<file path="config.mk">
export PLATFORM = sky130hd
export DESIGN_NAME = dec_secded_pipe
export DESIGN_NICKNAME = d
export VERILOG_FILES = /design/src/rtl/enc_dec_pkg.sv /design/src/rtl/dec_syndrome.sv /design/src/rtl/dec_secded_pipe.sv
export SDC_FILE = /design/constraint.sdc
export NUM_CORES = 1
export LEC_CHECK = 0
export ABC_AREA = 1
export CORE_MARGIN = 2
export CORE_UTILIZATION = 35
export DETAILED_ROUTE_END_ITERATION = 6
export PLACE_DENSITY = 0.64
export SETUP_SLACK_MARGIN = 0.02
export SYNTH_ARGS = -nofsm -noshare
export SYNTH_HDL_FRONTEND = slang
export SYNTH_HIERARCHICAL = 1
export SYNTH_SLANG_ARGS = --single-unit
</file>
<file path="constraint.sdc">
create_clock -name clk -period 5.8 [get_ports clk]
set_input_delay 1.16 -clock clk [delete_from_list [all_inputs] [get_ports clk]]
set_output_delay 1.16 -clock clk [all_outputs]
set_load 0.02 [all_outputs]
</file>
<file path="src/rtl/enc_dec_pkg.sv">
// Shared SECDED definitions: width selector, Hamming check masks over the payload
// and syndrome-to-codeword-bit mapping, common to the encoder and decoder.
package enc_dec_pkg;

  typedef enum logic [1:0] {W8 = 2'b00, W16 = 2'b01, W32 = 2'b10} width_sel_t;

  localparam int MAX_CW_BITS   = 32;
  localparam int MAX_DATA_BITS = 26;
  localparam int MAX_CHK_BITS  = 5;

  localparam int DATA_BITS_W8  = 4;
  localparam int DATA_BITS_W16 = 11;
  localparam int DATA_BITS_W32 = 26;
  localparam int PAR_BITS_W8   = 4;
  localparam int PAR_BITS_W16  = 5;
  localparam int PAR_BITS_W32  = 6;

  function automatic width_sel_t to_width(input logic [1:0] code);
    case (code)
      2'b00:   return W8;
      2'b01:   return W16;
      default: return W32;
    endcase
  endfunction

  function automatic int data_bits(input width_sel_t w);
    case (w)
      W8:      return DATA_BITS_W8;
      W16:     return DATA_BITS_W16;
      default: return DATA_BITS_W32;
    endcase
  endfunction

  function automatic int par_bits(input width_sel_t w);
    case (w)
      W8:      return PAR_BITS_W8;
      W16:     return PAR_BITS_W16;
      default: return PAR_BITS_W32;
    endcase
  endfunction

  // Payload bit i sits at the i-th non-power-of-two Hamming position (3,5,6,7,9,...).
  function automatic int data_hpos(input int i);
    int n;
    int hpos;
    n    = 0;
    hpos = 0;
    for (int p = 3; p < 64; p++) begin
      if ((p & (p - 1)) != 0) begin
        if (n == i && hpos == 0) hpos = p;
        n++;
      end
    end
    return hpos;
  endfunction

  function automatic logic [MAX_DATA_BITS-1:0] chk_mask(input width_sel_t w, input int j);
    logic [MAX_DATA_BITS-1:0] m;
    int hp;
    m = '0;
    for (int i = 0; i < MAX_DATA_BITS; i++) begin
      hp = data_hpos(i);
      if (i < data_bits(w) && j < par_bits(w) - 1) m[i] = hp[j];
    end
    return m;
  endfunction

  // Codeword layout: checks in [k-1:0], overall parity at [k], payload above.
  function automatic logic [5:0] syn2pos(input width_sel_t w, input logic [4:0] syn);
    int lg;
    int pos;
    lg = 0;
    for (int j = 0; j < MAX_CHK_BITS; j++) if (syn[j]) lg = j;
    if (syn == 5'(1 << lg)) pos = lg;
    else                    pos = par_bits(w) - 2 + int'(syn) - lg;
    return 6'(pos);
  endfunction

endpackage

</file>
<file path="src/rtl/dec_syndrome.sv">
// Combinational syndrome and overall-parity evaluation of a width-masked codeword.
module dec_syndrome
  import enc_dec_pkg::*;
(
  input  logic [1:0]  i_width,
  input  logic [31:0] i_cw,
  output logic [4:0]  o_syn,
  output logic        o_ovp
);

  logic [MAX_DATA_BITS-1:0] w_d8, w_d16, w_d32;
  logic [4:0]               w_c8, w_c16, w_c32;

  assign w_d8  = MAX_DATA_BITS'(i_cw[7:4]);
  assign w_d16 = MAX_DATA_BITS'(i_cw[15:5]);
  assign w_d32 = i_cw[31:6];

  for (genvar j = 0; j < MAX_CHK_BITS; j++) begin : g_chk
    assign w_c8[j]  = ^(w_d8  & chk_mask(W8,  j));
    assign w_c16[j] = ^(w_d16 & chk_mask(W16, j));
    assign w_c32[j] = ^(w_d32 & chk_mask(W32, j));
  end

  always_comb begin
    case (to_width(i_width))
      W8:      o_syn = w_c8  ^ 5'(i_cw[2:0]);
      W16:     o_syn = w_c16 ^ 5'(i_cw[3:0]);
      default: o_syn = w_c32 ^ i_cw[4:0];
    endcase
  end

  assign o_ovp = ^i_cw;

endmodule

</file>
<file path="src/rtl/dec_secded_pipe.sv">
// Two-stage SECDED decoder for 8/16/32-bit codewords with valid/ready flow control
// and saturating single/double error counters.
module dec_secded_pipe
  import enc_dec_pkg::*;
#(
  parameter int AMBA_WORD  = 32,
  parameter int DATA_WIDTH = 32,
  parameter int CNT_W      = 16
) (
  input  logic                  clk,
  input  logic                  rst,
  input  logic [1:0]            CODEWORD_WIDTH,
  input  logic                  in_valid,
  output logic                  in_ready,
  input  logic [AMBA_WORD-1:0]  codeword_in,
  output logic                  out_valid,
  input  logic                  out_ready,
  output logic [DATA_WIDTH-1:0] data_out,
  output logic [1:0]            num_of_errors,
  input  logic                  clr_cnt,
  output logic [CNT_W-1:0]      sec_cnt,
  output logic [CNT_W-1:0]      ded_cnt
);

  logic [31:0]              w_bus, w_cw_in, w_flip, w_fixed;
  width_sel_t               w_width_in;
  logic [4:0]               w_syn_in;
  logic                     w_ovp_in, w_s2_en, w_load;
  logic [5:0]               w_pos;
  logic [1:0]               w_num;
  logic [MAX_DATA_BITS-1:0] w_payload;

  logic                  r_vld_p1, r_ovp_p1, r_vld_p2;
  width_sel_t            r_width_p1;
  logic [31:0]           r_cw_p1;
  logic [4:0]            r_syn_p1;
  logic [DATA_WIDTH-1:0] r_data_p2;
  logic [1:0]            r_num_p2;
  logic [CNT_W-1:0]      r_sec, r_ded;

  assign w_bus = codeword_in[31:0];

  always_comb begin
    w_width_in = to_width(CODEWORD_WIDTH);
    case (w_width_in)
      W8:      w_cw_in = {24'd0, w_bus[7:0]};
      W16:     w_cw_in = {16'd0, w_bus[15:0]};
      default: w_cw_in = w_bus;
    endcase
  end

  dec_syndrome u_syn (
    .i_width (CODEWORD_WIDTH),
    .i_cw    (w_cw_in),
    .o_syn   (w_syn_in),
    .o_ovp   (w_ovp_in)
  );

  assign w_s2_en  = !r_vld_p2 || out_ready;
  assign in_ready = !r_vld_p1 || w_s2_en;
  assign w_load   = w_s2_en && r_vld_p1;

  // Stage 1: capture masked codeword with its syndrome and overall parity
  always_ff @(posedge clk) begin
    if (rst)           r_vld_p1 <= 1'b0;
    else if (in_ready) r_vld_p1 <= in_valid;
  end

  always_ff @(posedge clk) begin
    if (in_valid && in_ready) begin
      r_width_p1 <= w_width_in;
      r_cw_p1    <= w_cw_in;
      r_syn_p1   <= w_syn_in;
      r_ovp_p1   <= w_ovp_in;
    end
  end

  // An odd-weight error with a syndrome pointing past the codeword is really a multi-bit error.
  always_comb begin
    w_flip = '0;
    w_num  = 2'd0;
    w_pos  = syn2pos(r_width_p1, r_syn_p1);
    if (r_ovp_p1) begin
      if (r_syn_p1 == '0) begin
        w_num = 2'd1;
      end else if (int'(w_pos) < par_bits(r_width_p1) + data_bits(r_width_p1)) begin
        w_num  = 2'd1;
        w_flip = 32'd1 << w_pos;
      end else begin
        w_num = 2'd2;
      end
    end else if (r_syn_p1 != '0) begin
      w_num = 2'd2;
    end
    w_fixed = r_cw_p1 ^ w_flip;
    case (r_width_p1)
      W8:      w_payload = MAX_DATA_BITS'(w_fixed[7:4]);
      W16:     w_payload = MAX_DATA_BITS'(w_fixed[15:5]);
      default: w_payload = w_fixed[31:6];
    endcase
  end

  // Stage 2: corrected payload and classification
  always_ff @(posedge clk) begin
    if (rst) begin
      r_vld_p2  <= 1'b0;
      r_data_p2 <= '0;
      r_num_p2  <= 2'd0;
    end else if (w_s2_en) begin
      r_vld_p2 <= r_vld_p1;
      if (r_vld_p1) begin
        r_data_p2 <= DATA_WIDTH'(w_payload);
        r_num_p2  <= w_num;
      end
    end
  end

  always_ff @(posedge clk) begin
    if (rst || clr_cnt) begin
      r_sec <= '0;
      r_ded <= '0;
    end else if (w_load) begin
      if (w_num == 2'd1 && r_sec != '1) r_sec <= r_sec + CNT_W'(1);
      if (w_num == 2'd2 && r_ded != '1) r_ded <= r_ded + CNT_W'(1);
    end
  end

  assign out_valid     = r_vld_p2;
  assign data_out      = r_data_p2;
  assign num_of_errors = r_num_p2;
  assign sec_cnt       = r_sec;
  assign ded_cnt       = r_ded;

endmodule

</file>
# After elaboration in Yosys (flattened, before gate mapping)
# Cells that the tools add are included.
# Widths: inputs -> output; s select.
dict set report classes {
  eq_ne 8
  mux 23
  n_shift 2
  reduce_logical 30
  n_lt_le_gt_ge 1
  n_addsub 6
  n_bitwise 4
}
# op n
set op_table {}
lappend op_table {{$mux 32} 10}
lappend op_table {{$reduce_xor 26->1} 12}
lappend op_table {{$pmux 32 s2} 1}
lappend op_table {{$pmux 26 s2} 1}
lappend op_table {{$add 16x1->16 const B} 2}
lappend op_table {{$add 32x32->32} 1}
lappend op_table {{$lt 7x32->1} 1}
lappend op_table {{$ne 16x16->1 const B} 2}
lappend op_table {{$reduce_xor 32->1} 1}
lappend op_table {{$shl 1x32->5 const A} 1}
lappend op_table {{$shl 1x6->32 const A} 1}
lappend op_table {{$xor 32x32->32} 1}
lappend op_table {{$pmux 5 s2} 2}
lappend op_table {{$mux 6} 2}
lappend op_table {{$eq 2x1->1 const B} 4}
lappend op_table {{$mux 2} 4}
lappend op_table {{$pmux 2 s2} 2}
lappend op_table {{$add 6x6->6} 1}
lappend op_table {{$logic_not 2->1} 3}
lappend op_table {{$reduce_and 2->1} 3}
lappend op_table {{$sub 6x3->6 const B} 1}
lappend op_table {{$sub 6x6->6} 1}
lappend op_table {{$eq 5x5->1} 1}
lappend op_table {{$logic_not 5->1} 1}
lappend op_table {{9 further kinds} 15}
dict set report word_totals {
  in_bits 39
  ff_bits 102
  output_inout_bits 68
}

# Logic depth before layout (Yosys ltp)
# Gate-level depths: netlist (run 1).
dict set report depth {
  ltp_word 18
  depth_mapped 29
  ltp_nobuf 29
}

# Modules after synthesis
# Netlist (run 1), hierarchy kept.
# mod cells_per_inst n_inst area_per_inst_um2
set modules_own_cells {}
lappend modules_own_cells {dec_secded_pipe 750 1 5537.8}
lappend modules_own_cells {dec_syndrome 346 1 1652.8}

# Least setup slack after synthesis (run 1)
# OpenSTA, ideal clock, no wires.
dict set report synth_path {
  kind {register to register}
  from {reg r_syn_p1[2]}
  to {reg r_data_p2[10], in the netlist data_out[10]}
  synth_period_minus_slack_ps 4384
  setup_ps 109
  stages_incl_launch_ff 26
  n_path_buf 2
  path_slack_ps 1416
  arrival_time_ps 4275
  path_cell_list {edfxtp_1 -> nor2_2 -> nor2_1 -> ha_1 -> inv_1 -> fa_1 -> ha_1 -> inv_1 -> fa_1 -> inv_1 -> or2_2 -> nand3_4 -> inv_4 -> buf_2 -> ha_1 -> a21oi_1 -> nand2_1 -> nand3_1 -> nand4_1 -> nor3_4 -> buf_6 -> nand3_1 -> nand3_1 -> nand3_1 -> nand2_1 -> inv_1}
}
dict set report synth_via {
  elab_chain_cells 12
}
# item line
set synth_rtl {}
lappend synth_rtl {{start: declaration} dec_secded_pipe.sv:36} ;# logic [4:0] r_syn_p1;
lappend synth_rtl {{start signal: assignment} dec_secded_pipe.sv:73} ;# r_syn_p1 <= w_syn_in;
lappend synth_rtl {{parallel branches: the longest is 8 deep, another holds $lt 7x32->1} -}
lappend synth_rtl {{$mux 32 *} dec_secded_pipe.sv:84} ;# if (r_syn_p1 == '0) begin
lappend synth_rtl {{$mux 32 *} dec_secded_pipe.sv:83} ;# if (r_ovp_p1) begin
lappend synth_rtl {{$xor 32x32->32 *} dec_secded_pipe.sv:95} ;# w_fixed = r_cw_p1 ^ w_flip;
lappend synth_rtl {{$pmux 26 s2 *} dec_secded_pipe.sv:96} ;# case (r_width_p1)
lappend synth_rtl {{end signal: assignment} dec_secded_pipe.sv:112} ;# r_data_p2 <= DATA_WIDTH'(w_payload);
lappend synth_rtl {{end: declaration} dec_secded_pipe.sv:37} ;# logic [DATA_WIDTH-1:0] r_data_p2;
# Every way passes the cells marked *.
# A chain may end at the register's enable or synchronous reset.

# Final worst setup path (run 1)
dict set report layout_path {
  from {reg r_syn_p1[2]}
  to {reg r_data_p2[0], in the netlist data_out[0]}
}
# Same word-level chain as after synthesis.

==> reports/metrics.yaml, run 1 <==
sta:
  fin_hold_ws_ps: 464
  tightestPinTransition_ps: 1050
  skew_ps: 8.16
  fin_tns_setup_ps: 0
  fin_crit_sh: 0.854
  fmax_mhz: 202
  slew_headroom: 0.298
  min_period_ps: 4950
  hold_viol: 0
  rsz0062_at_grt: "no"
  final_max_slew_viol_count: 0
  report.final.setup_viol: 0
cts:
  clk_pin_slew_ps: 60
  cts_tree: "built"
  cts_hold_buf: 0
  clkLatencyLatePin_ps: 350
  clockRootBuffer: "clkbuf_16"
  cts_resized: 0
  cts_sinks: 98
  clockBufferDepth: 2
  post_cts_buffers: 0
  htreeDepth: 3
  cts_buffers: 9
global_routing:
  antenna_found_initial: 0
  grt_pass1_wl_mm: 30.6
  gr-usage-all-layers: 0.172
  grt_max_degree: 37
  grt_pass1_vias: 6421
  grt-ovfl-total: 0
detailed_routing:
  drt_iter0_markers: 347
  vias: 6951
  firstDrtPassIters: 4
  viasPerCell: 4.79
  ant_nets: 0
  finalWirelength_mm: 18.3
  wire_per_inst_um: 12.6
  route.detailed.drc: 0
yosys:
  syn_area_per_cell_um2: 6.56
  synth_cells: 1096
  synth_cell_type_count: 43
  yosys_warnings: 6
  ys_seq_area_frac: 0.323
  yosysTopAreaCellShare: 0.193
  synthFlopType: "dfxtp_1"
  synth_edf_count: 36
  ys_async_sr_fraction: 0
  ys_seq_elements: 98
  yosysTopAreaCell: "nand2_1"
  netlist_top_cells_area: "nand2_1 (19%), dfxtp_1 (17%), edfxtp_1 (15%), inv_1 (7.8%), nand3_1 (6.9%)"
  syn_area_mm2: 0.00719
layout:
  multi_input_area_mm2: 0.00404
  fill_cells: 2130
  mostFrequentLayoutCell: "nand2_1"
  regArea_mm2: 0.00232
  drive_above_1_share: 0.0541
  syn_to_final_growth_pct: 20.7
  fin_nets: 1236
  mostFrequentLayoutCells: "nand2_1 (369), inv_1 (151), clkdlybuf4s50_1 (100)"
  diodes: 0
worst_hold_path:
  min_path_cells: 2
  holdCritPathClass: "reg -> reg"
floorplanning:
  initial_core_util: 0.357
  dieHeight_um: 147
  io_pins: 107
  num_rows: 52
  core_region_area_mm2: 0.0202
  dieArea_mm2: 0.0217
  die_x_um: 147
pwr:
  powerDensity_mw_per_mm2: 272
  max-vdd-ir-drop_mv: 0.191
  static-leakage-power_nw: 3.96
critical_path:
  path_max_fanout: 24
  worstPathRequired_ps: 6040
  cp.arrival_ps: 5190
  worstSetupStartpointType: "flip-flop"
  critical_path.endpoint_type: "flip-flop"
  rr_worst_depth: 25
  worst-setup-path-type: "reg -> reg"
placed_design:
  portBuffers: 100
  place_congestion: 0.871
  dp_hpwl_mm: 14.4
outcome:
  status: "finished clean"
run:
  maxCapViolCount: 0
synthesized netlist by cell type (10+ instances only):
library cell / instances
nand2_1: 369
inv_1: 150
nand3_1: 99
nor2_1: 70
dfxtp_1: 62
a21oi_1: 51
edfxtp_1: 36
nor3_1: 31
xnor2_1: 23
xor2_1: 22
nand4_1: 21
clkbuf_1: 19
o21ai_0: 19
ha_1: 18
a21o_1: 10
inv_2: 10
sequential cells by signal (all words and copies together), names as in the netlist, 2 cells and up:
| register | flops |
|---|---|
| r_cw_p1 | 28 |
| ded_cnt | 16 |
| sec_cnt | 16 |
| r_syn_p1 | 5 |
| num_of_errors | 2 |
| data_out | 26 |
| r_width_p1 | 2 |
report_power, final:
group / internal (mW) / switching (mW) / total, mW
Sequential: 0.754 / 0.0312 / 0.785
Combinational: 0.298 / 0.642 / 0.940
Clock: 0.375 / 0.265 / 0.640
Total: 1.43 / 0.939 / 2.37
kinds of logic after synthesis:
logic type,share of synthesized area
and+or+nand+nor,0.384
buffers and inverters,0.118
DFF,0.323
AOI/OAI and AO/OA,0.0687
xor gates and xnor gates,0.0684
adders and majority gates,0.0369
other,0.00104
layer usage:
layer	up-vias	track usage	routed length [µm]
met3	31	0.0227	770
met4	0	0.0615	412
met5	-	0	0
met1	3144	0.224	8620
met2	157	0.293	8490
li1	3619	-	-
through the flow:
step | utilization | setup WS (ps) | power, mW | std cells | instance area (µm²)
finish | 0.430 | 847 | 2.37 | 1452 | 8680
global route | 0.430 | 378 | 2.54 | 1452 | 8680
detailed placement | 0.414 | 878 | 1.73 | 1436 | 8360
CTS | 0.430 | 892 | 2.37 | 1452 | 8680
global placement | 0.414 | 1050 | 1.71 | 1436 | 8360
floorplan | - | 1420 | 1.52 | 1102 | 7210
path summary, 6_finish.rpt:
path	from	to	slack (ps)
worst max-delay path	r_syn_p1[2]	data_out[0]	850
worst min register to register	data_out[23]	data_out[23]	460
worst max register to register	r_syn_p1[2]	data_out[0]	850
worst min-delay path	data_out[23]	data_out[23]	460
worst max-delay path: stages, from the launching register on:
cell,delay (ps)
edfxtp_1,440
nor2_2,260
nor2_1,110
ha_1,300
inv_1,50
fa_1,500
ha_1,160
inv_1,50
fa_1,360
inv_1,90
or2_2,130
nand3_4,190
inv_4,230
ha_1,270
a21oi_1,140
nand2_1,60
nand3_1,120
nand4_1,270
nor2_4,500
nand3_1,140
nand2_1,90
nand2_1,70
nand2_1,70
nand2_1,50
nor2_1,130
nor2_1,40
cell type report:
class / instances / share of cell area
clock buffer: 11 / 0.0304
clock inverter: 5 / 0.00678
inverter: 163 / 0.0708
multi-input combinational: 800 / 0.466
sequential: 98 / 0.268
tap: 270 / 0.0389
timing repair buffer: 105 / 0.120
Note: power is estimated with default switching activity, not from simulation.
==> run 2: changes to the inputs <==
--- a/config.mk
+++ b/config.mk
@@ -6,11 +6,14 @@
 export NUM_CORES = 1
 export LEC_CHECK = 0
 export ABC_AREA = 1
+export CELL_PAD_IN_SITES_DETAIL_PLACEMENT = 1
+export CELL_PAD_IN_SITES_GLOBAL_PLACEMENT = 1
 export CORE_MARGIN = 2
-export CORE_UTILIZATION = 35
+export CORE_UTILIZATION = 39
 export DETAILED_ROUTE_END_ITERATION = 6
-export PLACE_DENSITY = 0.64
+export PLACE_DENSITY = 0.89
 export SETUP_SLACK_MARGIN = 0.02
+export SLEW_MARGIN = 20
 export SYNTH_ARGS = -nofsm -noshare
 export SYNTH_HDL_FRONTEND = slang
 export SYNTH_HIERARCHICAL = 1
==> run 2 against run 1 <==
Compared with the run above: global-route usage rose by 5.4 points; power fell by 1.2%; clock power down 11%; sequential power about the same; cell count fell by 2.8%; critical path type unchanged; largest cell class unchanged; largest power group unchanged.
==> reports/metrics.yaml, run 2 (synthesis results as in run 1) <==
layout:
  fin_nets: 1237  # +0.081%
  final_cell_area_mm2: 0.00859  # -1.0%
  syn_to_final_growth_pct: 19.5
  mostFrequentLayoutCell: "nand2_1"
  mostFrequentLayoutCells: "nand2_1 (369), inv_1 (150), clkdlybuf4s50_1 (100)"
  diodes: 0  # unchanged
  utilization: 0.477  # +0.0463
  fill_cells: 2411  # +13%
  top_register: "r_cw_p1"
  largest_reg_flops: 28  # unchanged
  drive_above_1_share: 0.0558  # +0.00164
  final_cells: 1412  # -2.8%
sta:
  worst_slack_ps: 626  # -221 ps
  fin_crit_sh: 0.892  # +0.0381
  min_period_ps: 5170  # +221 ps
  tightestPinTransition_ps: 1020  # -24.4 ps
  fmax_mhz: 193  # -4.3%
  slew_headroom: 0.315  # +0.0167
  fin_hold_ws_ps: 474  # +9.84 ps
  final_max_slew_viol_count: 0  # unchanged
  fin_tns_setup_ps: 0  # unchanged
  skew_ps: 20.7  # +12.5 ps
  report.final.setup_viol: 0  # unchanged
  hold_viol: 0  # unchanged
  rsz0062_at_grt: "no"
floorplanning:
  dieArea_mm2: 0.0195  # -10%
  num_rows: 49  # -5.8%
  initial_core_util: 0.399  # +0.0424
  core_region_area_mm2: 0.0180  # -11%
  dieHeight_um: 140  # -5.1%
  io_pins: 107  # unchanged
  die_x_um: 140  # -5.1%
global_routing:
  grt_pass1_vias: 7255  # +13%
  grt-ovfl-total: 0  # unchanged
  antenna_found_initial: 0  # unchanged
  grt_pass1_wl_mm: 36.0  # +18%
  gr-usage-all-layers: 0.226  # +0.0536
  grt_max_degree: 37  # unchanged
cts:
  cts_tree: "built"
  cts_resized: 0  # unchanged
  clockBufferDepth: 2  # unchanged
  clk_pin_slew_ps: 70  # about the same
  post_cts_buffers: 0  # unchanged
  clockRootBuffer: "clkbuf_16"
  htreeDepth: 3  # unchanged
  clkLatencyLatePin_ps: 360  # about the same
  cts_sinks: 98  # unchanged
  cts_buffers: 9  # unchanged
  cts_hold_buf: 0  # unchanged
critical_path:
  cp.arrival_ps: 5410  # +220 ps
  path_max_fanout: 24  # unchanged
  worstPathRequired_ps: 6040  # about the same
  worst-setup-path-type: "reg -> reg"
  worstSetupStartpointType: "flip-flop"
  critical_path.endpoint_type: "flip-flop"
pwr:
  static-leakage-power_nw: 3.94  # -0.61%
  powerDensity_mw_per_mm2: 272  # -0.15%
  total_power_mw: 2.34  # -1.2%
  max-vdd-ir-drop_mv: 0.186  # -2.6%
placed_design:
  portBuffers: 100  # unchanged
  dp_cells: 1396  # -2.8%
  dp_hpwl_mm: 17.4  # +20%
  place_congestion: 0.905  # +3.9%
  place_area_mm2: 0.00831  # -0.52%
  dp_worst_setup_slack_ps: 786  # -91.9 ps
detailed_routing:
  drt_iter0_markers: 285  # -18%
  firstDrtPassIters: 7  # +3
  finalWirelength_mm: 21.8  # +19%
  ant_nets: 0  # unchanged
  viasPerCell: 5.07  # +6.0%
  wire_per_inst_um: 15.4  # +22%
  vias: 7165  # +3.1%
  route.detailed.drc: 0  # unchanged
worst_hold_path:
  holdCritPathClass: "reg -> reg"
outcome:
  status: "finished clean"
run:
  maxCapViolCount: 0  # unchanged
run 2: cell type report:
cell class | count | area (µm²) | share of cell area
clock buffers | 10 | 229 | 0.0266
multi-input cells | 800 | 4050 | 0.471
flip-flops and latches | 98 | 2320 | 0.270
clock inverters | 6 | 47.5 | 0.00553
repair buffers | 106 | 1050 | 0.122
inverters | 163 | 614 | 0.0715
well taps | 229 | 287 | 0.0333
run 2: critical path, cell delays in order (launching register included):
cell,delay [ps]
edfxtp_1,460
nor2_2,270
nor2_1,120
ha_1,300
inv_1,50
fa_1,500
ha_1,180
inv_1,70
fa_1,360
inv_1,120
or2_2,150
nand3_4,200
inv_4,230
ha_1,270
a21oi_1,150
nand2_1,60
nand3_1,130
nand4_1,290
nor2_4,520
nand4_1,260
nand3_1,140
nand2_1,50
nor2_1,120
nor2_1,50
run 2: power breakdown:
part           internal [mW]  switching [mW]
combinational          0.300           0.678
sequential             0.754          0.0337
clock                  0.296           0.276
run 2: final timing paths:
check | from | endpoint | slack, ps | cells after the start
worst max-delay path | r_syn_p1[2] | data_out[3] | 630 | 23
worst min register to register | data_out[18] | data_out[18] | 470 | 2
worst min-delay path | data_out[18] | data_out[18] | 470 | 2
worst max register to register | r_syn_p1[2] | data_out[3] | 630 | 23
run 2: metal layers:
| layer | wire length [µm] | GRT usage | vias to the layer above |
|---|---|---|---|
| met2 | 11000 | 0.408 | 150 |
| met3 | 841 | 0.0279 | 27 |
| met1 | 9590 | 0.280 | 3375 |
| met5 | 0 | 0 | - |
| li1 | - | - | 3613 |
| met4 | 383 | 0.0658 | 0 |
==> run 3: changes to the inputs <==
--- a/config.mk
+++ b/config.mk
@@ -5,11 +5,11 @@
 export SDC_FILE = /design/constraint.sdc
 export NUM_CORES = 1
 export LEC_CHECK = 0
-export ABC_AREA = 1
 export CELL_PAD_IN_SITES_DETAIL_PLACEMENT = 1
 export CELL_PAD_IN_SITES_GLOBAL_PLACEMENT = 1
 export CORE_MARGIN = 2
-export CORE_UTILIZATION = 39
+export CORE_UTILIZATION = 41
+export CTS_CLUSTER_DIAMETER = 100
 export DETAILED_ROUTE_END_ITERATION = 6
 export PLACE_DENSITY = 0.89
 export SETUP_SLACK_MARGIN = 0.02
==> run 3 against run 2 <==
Compared with the run above: count of clock-buffer cells in the layout up 1; synthesized cell count down 38%; sequential power up 6.3%; critical path depth down 4; global-route usage up 1.0 points; non-clock buffer count up 7; register-to-register slack worse by 180 ps; largest power group unchanged; highest routed layer unchanged.
==> reports/metrics.yaml, run 3 <==
outcome:
  status: "finished clean"
global_routing:
  grt_pass1_vias: 5737  # -21%
  grt_pass1_wl_mm: 30.1  # -16%
  gr-usage-all-layers: 0.236  # +0.0101
  grt_max_degree: 37  # unchanged
  antenna_found_initial: 0  # unchanged
  grt-ovfl-total: 0  # unchanged
yosys:
  synthTopCellsByCount: "dfxtp_1 (62), nor2_1 (60), xnor2_1 (54)"
  ys_async_sr_fraction: 0  # unchanged
  yosysTopAreaCell: "dfxtp_1"
  synth_edf_count: 36  # unchanged
  synth_cell_type_count: 66  # +53%
  yosys_warnings: 6  # unchanged
  ys_seq_area_frac: 0.371  # +0.0484
  netlist_top_cells_area: "dfxtp_1 (20%), edfxtp_1 (17%), xnor2_1 (7.6%), xor2_1 (3.9%), ha_1 (3.6%)"
  yosysTopAreaCellShare: 0.198  # +0.00586
  syn_area_per_cell_um2: 9.24  # +41%
  synthFlopType: "dfxtp_1"
  yosysMostFrequentCell: "dfxtp_1"
  syn_area_mm2: 0.00625  # -13%
  synth_cells: 677  # -38%
  ys_seq_elements: 98  # unchanged
sta:
  report.final.setup_viol: 0  # unchanged
  fmax_mhz: 187  # -3.3%
  slew_headroom: 0.296  # -0.0186
  fin_crit_sh: 0.923  # +0.0306
  rsz0062_at_grt: "yes"
  skew_ps: 7.20  # -13.5 ps
  final_max_slew_viol_count: 0  # unchanged
  hold_viol: 0  # unchanged
  tightestPinTransition_ps: 1060  # +31.1 ps
  min_period_ps: 5350  # +178 ps
  worst_slack_ps: 448  # -178 ps
  fin_tns_setup_ps: 0  # unchanged
layout:
  mostFrequentLayoutCells: "clkdlybuf4s50_1 (100), dfxtp_1 (62), nor2_1 (60)"
  syn_to_final_growth_pct: 22.5
  final_cells: 951  # -33%
  top_register: "r_cw_p1"
  utilization: 0.510  # +0.0330
  largest_reg_flops: 28  # unchanged
  fin_nets: 817  # -34%
  diodes: 0  # unchanged
  drive_above_1_share: 0.0629  # +0.00712
  mostFrequentLayoutCell: "clkdlybuf4s50_1"
critical_path:
  path_depth: 19  # -17%
  crit_path_cell_trace: "nor2_1 -> nor2_1 -> ha_1 -> inv_1 -> fa_1 -> ha_1 -> inv_1 -> fa_1 -> nand2b_1 -> a21oi_1 -> xnor2_1 -> nor2_1 -> ha_1 -> a21oi_1 -> and2_1 -> nand4_2 -> o31a_1 -> o21a_1 -> o41a_1"
  critical_path.endpoint_type: "flip-flop"
  r2r-end: "data_out[6]"
  worstSetupStartpointType: "flip-flop"
  crit_path_start: "r_syn_p1[2]"
  worstReg2RegStart: "r_syn_p1[2]"
  worstPathRequired_ps: 6040  # about the same
  path_delay_family: "adder cells"
  critPathSlowestCell: "edfxtp_1"
  crit_buf_inv: 2  # -2
  critPathMaxStageDelay_ps: 540  # +20 ps
  rr_worst_depth: 19  # -17%
  path_max_fanout: 12  # -50%
  worstSetupEndpoint: "data_out[6]"
  cp.arrival_ps: 5590  # +180 ps
  worst-setup-path-type: "reg -> reg"
  r2r_slack_ps: 450  # -180 ps
pwr:
  powerDensity_mw_per_mm2: 433  # +59%
  static-leakage-power_nw: 2.65  # -33%
  total_power_mw: 3.32  # +42%
  max-vdd-ir-drop_mv: 0.273  # +47%
run:
  maxCapViolCount: 0  # unchanged
placed_design:
  dp_worst_setup_slack_ps: 552  # -235 ps
  place_congestion: 0.839  # -7.3%
  dp_hpwl_mm: 14.3  # -18%
  portBuffers: 100  # unchanged
  dp_cells: 935  # -33%
detailed_routing:
  route.detailed.drc: 0  # unchanged
  drt_iter0_markers: 342  # +20%
  firstDrtPassIters: 5  # -2
  finalWirelength_mm: 18.8  # -14%
  wire_per_inst_um: 19.8  # +28%
  vias: 5521  # -23%
  ant_nets: 0  # unchanged
  viasPerCell: 5.81  # +14%
cts:
  cts_sinks: 98  # unchanged
  cts_tree: "built"
  cts_hold_buf: 0  # unchanged
  post_cts_buffers: 0  # unchanged
  cts_resized: 0  # unchanged
  clockBufferDepth: 2  # unchanged
  clk_pin_slew_ps: 70  # about the same
  cts_buffers: 9  # unchanged
  htreeDepth: 3  # unchanged
  clockRootBuffer: "clkbuf_16"
  clkLatencyLatePin_ps: 360  # about the same
worst_hold_path:
  min_path_cells: 2  # unchanged
  hp-start: "data_out[12]"
  holdCritPathClass: "reg -> reg"
floorplanning:
  dieArea_mm2: 0.0163  # -17%
  num_rows: 45  # -8.2%
  io_pins: 107  # unchanged
  die_x_um: 128  # -8.8%
  core_region_area_mm2: 0.0150  # -17%
  initial_core_util: 0.416  # +0.0170
  dieHeight_um: 128  # -8.8%
[run 3: cell types whose count changed after synthesis, moves of 11 or more]
cell / previous run / this run
nor3_1: 31 / 11
o31a_1: 0 / 22
and2_1: 1 / 22
a21oi_1: 51 / 37
nand3_1: 99 / 19
nor2b_1: 0 / 13
nor4_1: 4 / 32
inv_1: 150 / 24
xnor2_1: 23 / 54
nand2_1: 369 / 31
clkbuf_1: 19 / 30
or3_1: 0 / 13
[run 3: cell type report]
cell class | instances | area, µm²
clock buffers | 11 | 254
clock inverters | 5 | 40.0
fillers | 1691 | 7370
inverters | 27 | 101
multi-input cells | 509 | 3610
flip-flops and latches | 98 | 2320
well taps | 188 | 235
repair buffers | 113 | 1100
[run 3: worst min-delay path by stage]
| stage | endpoint |
|---|---|
| after floorplan | out_valid |
| after global placement | data_out[15] |
| final | data_out[12] |
| after CTS | data_out[12] |
| after global routing | data_out[12] |
| after detailed placement | data_out[12] |
[run 3: cell families after synthesis]
family,count (synthesis),share of synthesized area
AND/OR/NAND/NOR,245,0.212
AO/OA/AOI/OAI,139,0.160
flip-flops,98,0.371
XOR/XNOR,91,0.148
buffers and inverters,76,0.0548
adder cells (fa/ha/maj),20,0.0424
multiplexers,6,0.00960
other,2,0.00120
[run 3: worst reg2reg max path: stages (launching register included)]
cell      delay [ps]
edfxtp_1         540
nor2_1           230
nor2_1            80
ha_1             290
inv_1             50
fa_1             510
ha_1             170
inv_1             60
fa_1             390
nand2b_1         180
a21oi_1          170
xnor2_1          280
nor2_1            90
ha_1             310
a21oi_1          240
and2_1           260
nand4_2          360
o31a_1           440
o21a_1           200
o41a_1           390
[run 3: through the flow]
stage | instance area (µm²) | hold WS (ps)
after floorplan | 6280 | 496
after global placement | 7370 | 446
after detailed placement | 7370 | 450
after CTS | 7660 | 461
after global routing | 7660 | 495
final | 7660 | 454
[run 3: layer usage]
metal,GRT usage,vias up,routed length (µm)
met5,0,-,0
met2,0.424,188,9640
met3,0.0364,43,773
met1,0.278,2703,7750
li1,-,2587,-
met4,0.103,0,637
[run 3: power by group]
group	leakage, nW	internal [mW]	total [mW]	switching [mW]
Clock	0.144	0.323	0.610	0.287
Sequential	0.863	0.772	0.838	0.0663
Combinational	1.64	0.601	1.87	1.27
